<file path="config.mk">
export PLATFORM = sky130hd
export DESIGN_NAME = jump_state_ctrl
export DESIGN_NICKNAME = d
export VERILOG_FILES = /design/src/rtl/jump_state_ctrl.sv
export SDC_FILE = /design/constraint.sdc
export NUM_CORES = 1
export LEC_CHECK = 0
export ABC_AREA = 1
export BUFFER_PORTS_ARGS = -buffer_cell sky130_fd_sc_hd__buf_4
export CAP_MARGIN = 20
export CORE_MARGIN = 2
export CORE_UTILIZATION = 45
export DETAILED_ROUTE_END_ITERATION = 6
export GPL_ROUTABILITY_DRIVEN = 0
export PLACE_DENSITY = 0.68
export SETUP_SLACK_MARGIN = 0.02
export SKIP_CTS_REPAIR_TIMING = 1
export SLEW_MARGIN = 10
export SYNTH_ARGS = -nofsm -noshare
export SYNTH_HDL_FRONTEND = slang
export SYNTH_SLANG_ARGS = --single-unit
export TNS_END_PERCENT = 100
</file>
<file path="constraint.sdc">
create_clock -name clk_machine -period 4.15 [get_ports clk_machine]
set_input_delay 0.6225 -clock clk_machine [delete_from_list [all_inputs] [get_ports clk_machine]]
set_output_delay 0.6225 -clock clk_machine [all_outputs]
set_load 0.02 [all_outputs]
</file>
<file path="src/rtl/jump_state_ctrl.sv">
// rtl/jump_state_ctrl.sv - jump game controller: key debounce, game FSM, charge and score
//
// Ports:
//   clk_machine   in   system clock
//   rst_machine   in   asynchronous reset, active-high
//   i_btn         in   raw key, asynchronous, 1 = pressed
//   i_tick        in   one-cycle game-step enable
//   i_land_valid  in   landing judge result valid
//   i_land_ok     in   landing judge result, 1 = on platform
//   o_state       out  state code (0 IDLE .. 6 OVER)
//   o_charge      out  accumulated press ticks, saturating at CHARGE_MAX
//   o_land_req    out  request to landing judge while in LAND
//   o_score       out  successful landings, saturating at all-ones
module jump_state_ctrl #(
  parameter int DEB_CYCLES = 16,
  parameter int CHARGE_W   = 8,
  parameter int CHARGE_MAX = 200,
  parameter int JUMP_TICKS = 32,
  parameter int SCORE_W    = 8
) (
  input  logic                clk_machine,
  input  logic                rst_machine,
  input  logic                i_btn,
  input  logic                i_tick,
  input  logic                i_land_valid,
  input  logic                i_land_ok,
  output logic [2:0]          o_state,
  output logic [CHARGE_W-1:0] o_charge,
  output logic                o_land_req,
  output logic [SCORE_W-1:0]  o_score
);

  localparam int DEB_W  = $clog2(DEB_CYCLES + 1);
  localparam int TICK_W = $clog2(JUMP_TICKS + 1);

  typedef enum logic [2:0] {
    S_IDLE  = 3'd0,
    S_READY = 3'd1,
    S_ARM   = 3'd2,
    S_PRESS = 3'd3,
    S_JUMP  = 3'd4,
    S_LAND  = 3'd5,
    S_OVER  = 3'd6
  } state_t;

  // Key conditioning
  logic             sync_1, sync_2;
  logic             deb, deb_q;
  logic [DEB_W-1:0] deb_cnt;
  logic             press_edge, release_edge;

  always_ff @(posedge clk_machine or posedge rst_machine) begin
    if (rst_machine) begin
      sync_1  <= 1'b0;
      sync_2  <= 1'b0;
      deb     <= 1'b0;
      deb_q   <= 1'b0;
      deb_cnt <= '0;
    end else begin
      sync_1 <= i_btn;
      sync_2 <= sync_1;
      deb_q  <= deb;
      if (sync_2 != deb) begin
        // Mismatch must persist DEB_CYCLES consecutive cycles before the level flips.
        if (deb_cnt == DEB_W'(DEB_CYCLES - 1)) begin
          deb     <= ~deb;
          deb_cnt <= '0;
        end else begin
          deb_cnt <= deb_cnt + DEB_W'(1);
        end
      end else begin
        deb_cnt <= '0;
      end
    end
  end

  // deb_q resets to 0, so a key held through reset still produces a press edge.
  assign press_edge   = deb & ~deb_q;
  assign release_edge = ~deb & deb_q;

  // Game FSM and its datapath registers
  state_t              state, state_n;
  logic [CHARGE_W-1:0] charge, charge_n;
  logic [SCORE_W-1:0]  score, score_n;
  logic [TICK_W-1:0]   tick_cnt, tick_n;
  logic                land_req, land_req_n;

  always_ff @(posedge clk_machine or posedge rst_machine) begin
    if (rst_machine) begin
      state    <= S_IDLE;
      charge   <= '0;
      score    <= '0;
      tick_cnt <= '0;
      land_req <= 1'b0;
    end else begin
      state    <= state_n;
      charge   <= charge_n;
      score    <= score_n;
      tick_cnt <= tick_n;
      land_req <= land_req_n;
    end
  end

  always_comb begin
    state_n    = state;
    charge_n   = charge;
    score_n    = score;
    tick_n     = tick_cnt;
    land_req_n = land_req;
    case (state)
      S_IDLE: begin
        if (press_edge) begin
          state_n = S_READY;
          score_n = '0;
        end
      end
      S_READY: begin
        if (press_edge) begin
          state_n  = S_ARM;
          charge_n = '0;
        end
      end
      S_ARM: begin
        charge_n = '0;
        state_n  = S_PRESS;
      end
      S_PRESS: begin
        // Release wins over a coincident tick: the tick is dropped.
        if (release_edge) begin
          state_n = S_JUMP;
          tick_n  = '0;
        end else if (i_tick && (charge < CHARGE_W'(CHARGE_MAX))) begin
          charge_n = charge + CHARGE_W'(1);
        end
      end
      S_JUMP: begin
        if (i_tick) begin
          if (tick_cnt == TICK_W'(JUMP_TICKS - 1)) begin
            state_n    = S_LAND;
            land_req_n = 1'b1;
          end else begin
            tick_n = tick_cnt + TICK_W'(1);
          end
        end
      end
      S_LAND: begin
        land_req_n = 1'b1;
        if (i_land_valid) begin
          land_req_n = 1'b0;
          if (i_land_ok) begin
            state_n  = S_READY;
            charge_n = '0;
            if (score != '1) begin
              score_n = score + SCORE_W'(1);
            end
          end else begin
            state_n = S_OVER;
          end
        end
      end
      S_OVER: begin
        if (press_edge) begin
          state_n = S_IDLE;
        end
      end
      default: begin
        // Code 7 is unreachable; recover to IDLE.
        state_n    = S_IDLE;
        land_req_n = 1'b0;
      end
    endcase
  end

  assign o_state    = state;
  assign o_charge   = charge;
  assign o_land_req = land_req;
  assign o_score    = score;

endmodule

</file>
### After elaboration in Yosys (flattened, before gate mapping)

Index checks and enable logic that the tools add are counted.

* bits in registers: 35
* bits in latches: 0
* bits in writable memories: 0
* bits in read-only memories: 0
* bits of input ports: 6
* output and inout port bits: 20
* word-level logic and storage cells: 83
* memories: 0

* add/subtract/negate cells: 4
* $mul: 0
* divide/modulo/power cells: 0
* $lt $le $gt $ge: 1
* equality and inequality tests: 22
* shifts and indexed selects: 0
* multiplexer cells: 29
* bitwise logic cells: 5
* reductions and logical operators: 12

Operators with widths (number)
* $mux W8: 8
* $pmux W8 S4: 1
* $mux W3: 8
* $ne A2 B2 Y1 const B: 12
* $pmux W3 S7: 1
* $mux W6: 3
* $add A8 B1 Y8 const B: 2
* $pmux W8 S2: 1
* $pmux W6 S2: 1
* $mux W5: 2
* $eq A3 B3 Y1 const B: 3
* $lt A8 B8 Y1 const B: 1
* $ne A8 B8 Y1 const B: 1
* $reduce_and A7 Y1: 1
* $add A6 B1 Y6 const B: 1
* $eq A3 B2 Y1 const B: 2
* $eq A6 B5 Y1 const B: 1
* $reduce_and A6 Y1: 1
* $add A5 B1 Y5 const B: 1
* $eq A5 B4 Y1 const B: 1
* $reduce_and A5 Y1: 1
* $reduce_or A5 Y1: 1
* $reduce_and A4 Y1: 1
* $reduce_bool A2 Y1: 2
* other kinds (11): 16

### Longest topological paths before layout

* word-level depth: 5
* depth in mapped cells: 11
* depth with buffers taken out: 10

### Worst setup path after synthesis

OpenSTA, ideal clock, no wires.

* path type: register to register
* from: reg state[2] (netlist: o_state[2])
* to: reg tick_cnt[0]
* setup time: 0.121 ns
* arrival time: 1.335 ns
* setup slack: 2.694 ns
* cell stages (with the launch flop): 10
* path buffers: 3
* cells stage by stage: dfrtp_1 -> buf_6 -> inv_2 -> nand3_1 -> buf_2 -> nand2_1 -> nand2_2 -> buf_6 -> nand2_1 -> o21ai_1

* cells in the longest elaborated chain, start to end: 3

RTL lines
* start, declared: line 82 `state_t state, state_n;`
* start signal, assigned: line 96 `state <= state_n;`
* $eq A3 B3 Y1 / $eq A3 B2 Y1 (equally long branches): line 110 `case (state)`
* $ne A2 B2 Y1 (no source line) / $reduce_bool A2 Y1 (equally long branches)
* $reduce_and A4 Y1 (no source line)
* end signal, assigned: line 99 `tick_cnt <= tick_n;`
* end, declared: line 85 `logic [TICK_W-1:0] tick_cnt, tick_n;`

Parallel ways exist; a longest one is shown, timed or not.
A chain may end at the register's enable or synchronous reset.

### Final worst setup path

* from: reg state[0] (netlist: o_state[0])
* to: reg tick_cnt[3]

The elaborated chain is that of the path after synthesis.

==> out/summary.txt <==
Die H -> 73.92 um
Average footprint of a synthesized cell -> 6.983 sq um
DRC errors left -> 0
Worst Hold Launch -> sync_1$_DFF_PP0_
WL final -> 4.318 mm
CP arrival -> 2.12 ns
Yosys Warn Count -> 0
Initial core utilization -> 0.4657
Achievable clock frequency -> 0.5155 GHz
DPL Wire Length -> 3.165 mm
H-tree levels -> 2
Commonest cells after routing, fill and taps aside -> nand2_1, nor2_1, dfrtp_1
Placeable Area -> 4723 sq um
P_leak -> 1.308 nW
Core Util, Final -> 0.5407
Setup TNS -> 0 ns
Worst-margin pin slew -> 0.5374 ns
CTS clk-pin slew, worst paths -> 0.08 ns
Leading cell type in the layout, fill and taps excluded -> nand2_1
CTS tree -> yes
Pin count of the biggest net entering global routing -> 36
Hold depth -> 0
Synth area leaders -> dfrtp_1, nand2_1, nand3_1
Via count -> 1980
Synth Register Bits -> 35
Post-synth top area cell -> dfrtp_1
WHS Endpoint -> sync_2$_DFF_PP0_
Grt ovf -> 0
Worst-path maximum fanout -> 14
Setup Skew -> 0.005139 ns
Setup Crit Path Kind -> reg2reg
Fin. max-slew vios -> 0
Setup violations, final -> 0
Clk sink count -> 35
Die ar. -> 5463 sq um
Antenna violations before repair -> 0
Crit. End Element -> register
Max_cap viols -> 0
Total CTS buffers -> 5
Wirelength per Cell -> 10.53 um
Clk buf depth -> 2
CP top delay family -> simple AND/OR/NAND/NOR gates
Nets -> 352
Die W -> 73.92 um
RSZ-0062 raised after global routing -> no
Layout cells sized above 1 -> 0.1662
Final worst path period need -> 1.940 ns
Worst R2R End -> tick_cnt[3]$_DFFE_PP0P_
# diodes -> 0
Synth cell types -> 26
Final hold vios -> 0
Net Count, Synth -> 325
Nature of the critical path startpoint -> register
Final Cycle Share -> 0.4674
Flop2flop setup slack -> 2.21 ns
R2R depth -> 9
Synth top area share -> 0.3982
CP peak stage delay -> 0.68 ns
Vias in the first global route -> 1765
PortBufs -> 25
Status -> finished clean
Slew HR -> 0.6417
Crit path required time -> 4.33 ns
Pre-Repair DR Iteration Count -> 4
DRT iter0 DRCs -> 163
Cell repeated most along the worst path -> nand2_1
RR Startpoint -> o_state[0]$_DFFE_PP0P_
Worst vdd ir -> 0.2017 mV
Post-Syn Area -> 2200 sq um
CP Buf/Inv Count -> 3
Crit-path cells -> nand3_1, inv_2, nand2_1, nand2_1, inv_1, nand2_2, inv_1, nand2_1, nand2_1
Root buf cell -> clkbuf_8
Total Routing Usage GR -> 0.1809
Drt via density -> 4.829
First-pass GRT wire length -> 7.686 mm
Crit-path slowest cell -> dfrtp_1
Cells after Synth -> 315
Worst skew pair latency -> 0.29 ns
Area Overhead vs Synth -> 16.10%
PD cells -> 477.9 nW/um^2
Seq/Total Area, Yosys -> 0.3982
Hold Path Class -> reg2reg
Row cnt -> 25
ANT nets after route -> 0
Ports -> 26
==> cell usage after synthesis <==
| master | count |
|---|---|
| nand3b_1 | 2 |
| o21ai_2 | 2 |
| ha_1 | 4 |
| inv_2 | 2 |
| and3_1 | 1 |
| a21oi_1 | 7 |
| dfrtp_1 | 35 |
| buf_2 | 1 |
| nor3_1 | 2 |
| inv_1 | 29 |
| nand3_2 | 1 |
| nor2_4 | 3 |
| nand2_1 | 118 |
| nand2_2 | 5 |
| or2_2 | 3 |
| xor2_1 | 3 |
| nand3_4 | 1 |
| nor2_1 | 36 |
| inv_4 | 1 |
| xnor2_1 | 3 |
| nand3_1 | 30 |
| o21ai_1 | 6 |
| nand4_1 | 2 |
| nor2_2 | 5 |
| o21ai_0 | 8 |
| buf_6 | 5 |
==> registers in the layout (all words and copies together) (netlist names) <==
register    count
o_charge        8
o_score         8
tick_cnt        6
deb_cnt         5
o_state         3
deb             1
deb_q           1
o_land_req      1
sync_1          1
sync_2          1
==> cells by family (layout without fill, tap and decap cells) <==
group | Yosys count | after routing | share of synthesized area
and+or+nand+nor | 209 | 209 | 0.4158
buffers and inverters | 38 | 66 | 0.08361
adders and majority gates | 4 | 4 | 0.02275
xor gates and xnor gates | 6 | 6 | 0.02390
AOI/OAI and AO/OA | 23 | 23 | 0.05575
DFF | 35 | 35 | 0.3982
==> per-stage QoR <==
step	setup WS, ns	power (mW)	area [sq um]	std cells	hold WS [ns]
6_report	2.210	1.220	2554	410	0.3520
5_1_grt	2.008	1.304	2554	410	0.3859
4_1_cts	2.233	1.230	2554	410	0.3548
3_5_place_dp	2.258	0.8559	2417	402	0.3370
3_3_place_gp	2.319	0.8535	2417	402	0.3338
2_1_floorplan	2.694	0.7802	2200	315	0.3312
==> layer usage <==
layer | vias to the layer above | track usage | share of wire
li1 | 1039 | - | -
met1 | 897 | 0.2578 | 0.50
met2 | 37 | 0.2639 | 0.45
met3 | 7 | 0.04664 | 0.042
met4 | 0 | 0.06869 | 0.014
met5 | - | 0 | 0
==> where the power goes <==
group          internal (mW)  leakage [nW]  switching (mW)
Sequential             0.373         0.477          0.0755
Clock                  0.240        0.0644           0.128
Combinational          0.135         0.767           0.270
Total                  0.747          1.31           0.473
==> final cells by class <==
class                      instances  area [sq um]
tap                               67         83.83
fill                             453          2170
timing repair buffer              26         195.2
multi-input combinational        242          1140
inverter                          32         122.6
clock inverter                     3         67.56
sequential                        35         875.8
clock buffer                       5         68.82
==> worst reg2reg max path: cells and delay by family (launching register included) <==
family        cells  cell delay (ns)
simple gates      6             0.87
flops             1             0.68
buf+inv           3             0.28
==> how the worst max path moves through the flow <==
stage | from | endpoint | slack (ns) | depth (start not counted)
floorplan | o_state[2]$_DFFE_PP0P_ | tick_cnt[0]$_DFFE_PP0P_ | 2.69 | 9
global placement | o_state[0]$_DFFE_PP0P_ | tick_cnt[3]$_DFFE_PP0P_ | 2.32 | 9
detailed placement | o_state[0]$_DFFE_PP0P_ | tick_cnt[3]$_DFFE_PP0P_ | 2.26 | 9
CTS | o_state[0]$_DFFE_PP0P_ | tick_cnt[3]$_DFFE_PP0P_ | 2.23 | 9
global route | o_state[0]$_DFFE_PP0P_ | tick_cnt[3]$_DFFE_PP0P_ | 2.01 | 9
finish | o_state[0]$_DFFE_PP0P_ | tick_cnt[3]$_DFFE_PP0P_ | 2.21 | 9
No activity file was read; power rests on OpenSTA's default activity.
